### config.mk
export PLATFORM = sky130hd
export DESIGN_NAME = mul8_seq_ctrl
export DESIGN_NICKNAME = d
export VERILOG_FILES = /design/src/rtl/mul8_seq_ctrl.sv
export SDC_FILE = /design/constraint.sdc
export NUM_CORES = 1
export LEC_CHECK = 0
export ABC_AREA = 0
export ABC_CLOCK_PERIOD_IN_PS = 4200
export BUFFER_PORTS_ARGS = -buffer_cell sky130_fd_sc_hd__buf_2
export CAP_MARGIN = 20
export CORE_UTILIZATION = 30
export DETAILED_ROUTE_END_ITERATION = 8
export PLACE_DENSITY = 0.59
export SYNTH_ARGS = -nofsm -noshare
export SYNTH_HDL_FRONTEND = slang
export SYNTH_SLANG_ARGS = --single-unit
### constraint.sdc
create_clock -name clk -period 4.2 [get_ports clk]
set_clock_uncertainty 0.1 [all_clocks]
set_input_delay 0 -clock clk [delete_from_list [all_inputs] [get_ports clk]]
set_output_delay 0 -clock clk [all_outputs]
set_load 0.01 [all_outputs]
### src/rtl/mul8_seq_ctrl.sv
// Sequencer for an unsigned 8x8 -> 16-bit multiply built from one shared 4x4
// multiplier: four nibble-pair products are accumulated over four cycles.
module mul8_seq_ctrl #(
    parameter int HALF_W = 4
) (
    input  logic                  clk,
    input  logic                  rst_n,
    input  logic                  start,
    input  logic [2*HALF_W-1:0]   a,
    input  logic [2*HALF_W-1:0]   b,
    output logic [HALF_W-1:0]     mul_m,
    output logic [HALF_W-1:0]     mul_q,
    input  logic [2*HALF_W-1:0]   mul_p,
    output logic                  busy,
    output logic                  done,
    output logic [4*HALF_W-1:0]   product
);

    localparam int W  = 2 * HALF_W;
    localparam int PW = 2 * W;

    typedef enum logic [2:0] {
        IDLE,
        PP0,
        PP1,
        PP2,
        PP3
    } state_t;

    state_t          state;
    logic [W-1:0]    a_r;
    logic [W-1:0]    b_r;
    logic [PW-1:0]   acc;
    logic [PW-1:0]   p_ext;

    assign p_ext = {{(PW-W){1'b0}}, mul_p};
    assign busy  = (state != IDLE);

    // Operands are captured at acceptance so input changes mid-operation are harmless.
    always_ff @(posedge clk or negedge rst_n) begin
        if (!rst_n) begin
            state   <= IDLE;
            a_r     <= '0;
            b_r     <= '0;
            acc     <= '0;
            done    <= 1'b0;
            product <= '0;
        end else begin
            done <= 1'b0;
            case (state)
                IDLE: begin
                    if (start) begin
                        a_r   <= a;
                        b_r   <= b;
                        acc   <= '0;
                        state <= PP0;
                    end
                end
                PP0: begin
                    acc   <= acc + p_ext;
                    state <= PP1;
                end
                PP1: begin
                    acc   <= acc + (p_ext << HALF_W);
                    state <= PP2;
                end
                PP2: begin
                    acc   <= acc + (p_ext << HALF_W);
                    state <= PP3;
                end
                PP3: begin
                    product <= acc + (p_ext << W);
                    done    <= 1'b1;
                    state   <= IDLE;
                end
                default: state <= IDLE;
            endcase
        end
    end

    always_comb begin
        mul_m = '0;
        mul_q = '0;
        case (state)
            PP0: begin
                mul_m = a_r[HALF_W-1:0];
                mul_q = b_r[HALF_W-1:0];
            end
            PP1: begin
                mul_m = a_r[W-1:HALF_W];
                mul_q = b_r[HALF_W-1:0];
            end
            PP2: begin
                mul_m = a_r[HALF_W-1:0];
                mul_q = b_r[W-1:HALF_W];
            end
            PP3: begin
                mul_m = a_r[W-1:HALF_W];
                mul_q = b_r[W-1:HALF_W];
            end
            default: begin
                mul_m = '0;
                mul_q = '0;
            end
        endcase
    end

endmodule
==> results.ini <==
[sta]
maxSlewViolCount=0
setup_viol=0
rsz0062_at_grt=false
max_slew_margin=0.252
hold_violations=0
worstMarginPinSlew_ps=1120
holdWs_ps=16.3
min_period_ps=2680
finalSetupTns_ps=0
fmaxAchievable_ghz=0.374
min_period_over_period=0.637

[yosys]
syn_avg_cell_area_um2=9.16
ys_types=53
syn-cell-area_mm2=0.00339
syn_nets=423
synth-seq-area-share=0.384
ys_ff_latch=52
syn_inst=370
synth_edf_count=0
synthArstFlopShare=1.00
ys.flop_type=dfrtp_1
ys_warn_count=0

[drt]
antenna_left=0
drt_iter0_markers=168
dr.pass1.iters=5
finalWirelength_um=8250
drc_errors=0
vias_per_cell=5.11
num_vias=2921
wl_per_cell_um=14.4

[flow_run]
max_cap_violations=0

[floorplanning]
die_w_um=108
die_area_mm2=0.0117
start_util=0.310
fp.dieH_um=108
pin_count=53
num_rows=38
core_mm2=0.0109

[power_and_ir_drop]
p_total_mw=2.98
power_per_cell_area_mw_per_mm2=732
p_leak_nw=1.88
ir_worst_vdd_mv=0.379

[clocking]
cts_buffers=5
cts.htree.levels=2
clk_pin_slew_ps=60
insertion_delay_ps=290
clockBufferDepth=2
cts.sinks=52
cts_tree=done
root_buffer=clkbuf_16

[min_path]
worstHoldStart=mul_p[0]
min_path_type=in2reg

[global_routing]
antenna_found_initial=0
grt_pass1_vias=2885
grt_use_total=0.152
grt_pass1_wl_um=14200
grt_max_degree=53
globalRouteOverflowTotal=0

[finish]
stdcell_area_mm2=0.00408
most-common-layout-cells=nand2_1, dfrtp_1, buf_2, o21ai_0, ha_1
drive_gt1_frac=0.199
fin_nets=487
multi_input_area_mm2=0.00196
post-route-util=0.373
regArea_mm2=0.00130
fillers=1127
antenna_cells=0
syn2layout_area_growth_pct=20.2
final_common_cell=nand2_1

[worst_setup_path]
critPathRequiredTime_ps=4100
crit_start=state[1]
worstPathMaxFanout=26
reg2reg_from=state[0]
startpoint_type=flip-flop
critical_path.endpoint_type=output pin
worstSetupPathType=reg2out
arrival_ps=2580

[placement]
place_area_mm2=0.00378
dpl.hpwl_um=6090
gp_congestion=0.824
port_buffers=52

[status]
status=finished, final reports clean

==> logic make-up (layout without fill, tap and decap cells) <==
logic type / count (synthesis) / after routing / synth area share
mux: 23 / 23 / 0.0768
compound gates: 111 / 111 / 0.213
flops: 52 / 52 / 0.384
simple gates: 112 / 112 / 0.151
buf+inv: 32 / 94 / 0.0365
xor+xnor: 14 / 14 / 0.0362
fa+ha+maj: 26 / 26 / 0.103
==> final timing paths <==
kind | depth (start not counted) | slack (ps) | end
max | 6 | 1520 | mul_q[3]
min | 4 | 20 | acc[0]
max reg2reg | 5 | 1660 | acc[13]
min reg2reg | 2 | 370 | product[2]
max in group asynchronous | 3 | 3270 | product[12]
min in group asynchronous | 3 | 270 | a_r[4]
==> power by group <==
group          switching, mW  total, mW  internal (mW)  leakage (nW)
clock                  0.169      0.380          0.211        0.0616
combinational          0.876       1.62          0.743          1.17
sequential             0.248      0.982          0.734         0.644
==> registers in the layout (all words and copies together), names as in the netlist <==
signal / cells
state: 3
acc: 16
product: 16
b_r: 8
done: 1
a_r: 8
==> critical path, stage by stage (launching register included) <==
cell	delay (ps)
dfrtp_1	650
nor2_1	100
nand2_1	590
inv_1	510
nand2_1	180
o21ai_0	100
buf_2	160
==> synth_stat cells, drive strengths merged, types with 2 or more instances <==
| library cell | instances | share of area |
|---|---|---|
| a211oi | 3 | 0.0066 |
| a21o | 7 | 0.016 |
| a21oi | 17 | 0.025 |
| a221o | 2 | 0.0059 |
| a221oi | 2 | 0.0070 |
| a22oi | 11 | 0.024 |
| a31oi | 2 | 0.0037 |
| a32oi | 2 | 0.0052 |
| and2 | 4 | 0.0081 |
| and3 | 2 | 0.0037 |
| clkbuf | 12 | 0.013 |
| dfrtp | 52 | 0.38 |
| fa | 3 | 0.018 |
| ha | 23 | 0.085 |
| inv | 19 | 0.021 |
| mux2 | 21 | 0.071 |
| mux2i | 2 | 0.0059 |
| nand2 | 56 | 0.062 |
| nand2b | 4 | 0.0074 |
| nand3 | 5 | 0.0074 |
| nand4 | 2 | 0.0037 |
| nor2 | 16 | 0.018 |
| nor2b | 7 | 0.013 |
| nor3 | 9 | 0.013 |
| o21a | 5 | 0.011 |
| o21ai | 40 | 0.059 |
| o22ai | 2 | 0.0037 |
| o31a | 2 | 0.0052 |
| o31ai | 5 | 0.013 |
| or2 | 2 | 0.0037 |
| or3 | 3 | 0.0055 |
| xnor2 | 10 | 0.026 |
| xor2 | 4 | 0.010 |
==> layer usage <==
metal,routed length [µm],track usage,vias to the layer above
met2,3720,0.255,93
li1,-,-,1457
met3,450,0.0259,5
met1,4050,0.210,1366
met5,0,0,-
met4,34,0.0232,0
==> final cells by class <==
cell class                 count  share of cell area
sequential                    52               0.319
inverter                      19              0.0175
tap                          140              0.0430
clock buffer                   5              0.0307
multi-input combinational    286               0.482
timing repair buffer          70               0.107
==> per-stage QoR <==
stage	worst slack [ps]	instances
final	1520	572
after CTS	1480	572
after floorplan	1940	370
after detailed placement	1640	550
after global routing	1250	572
after global placement	1740	550
==> timing repair <==
item / CTS / global route
setup buffers: 0 / 0
endpoints found under the hold margin: 68 / 0
setup endpoints to repair: 0 / 0
resized for setup: 0 / 0
hold buffers: 17 / 0
Note: power is estimated with default switching activity, not from simulation.
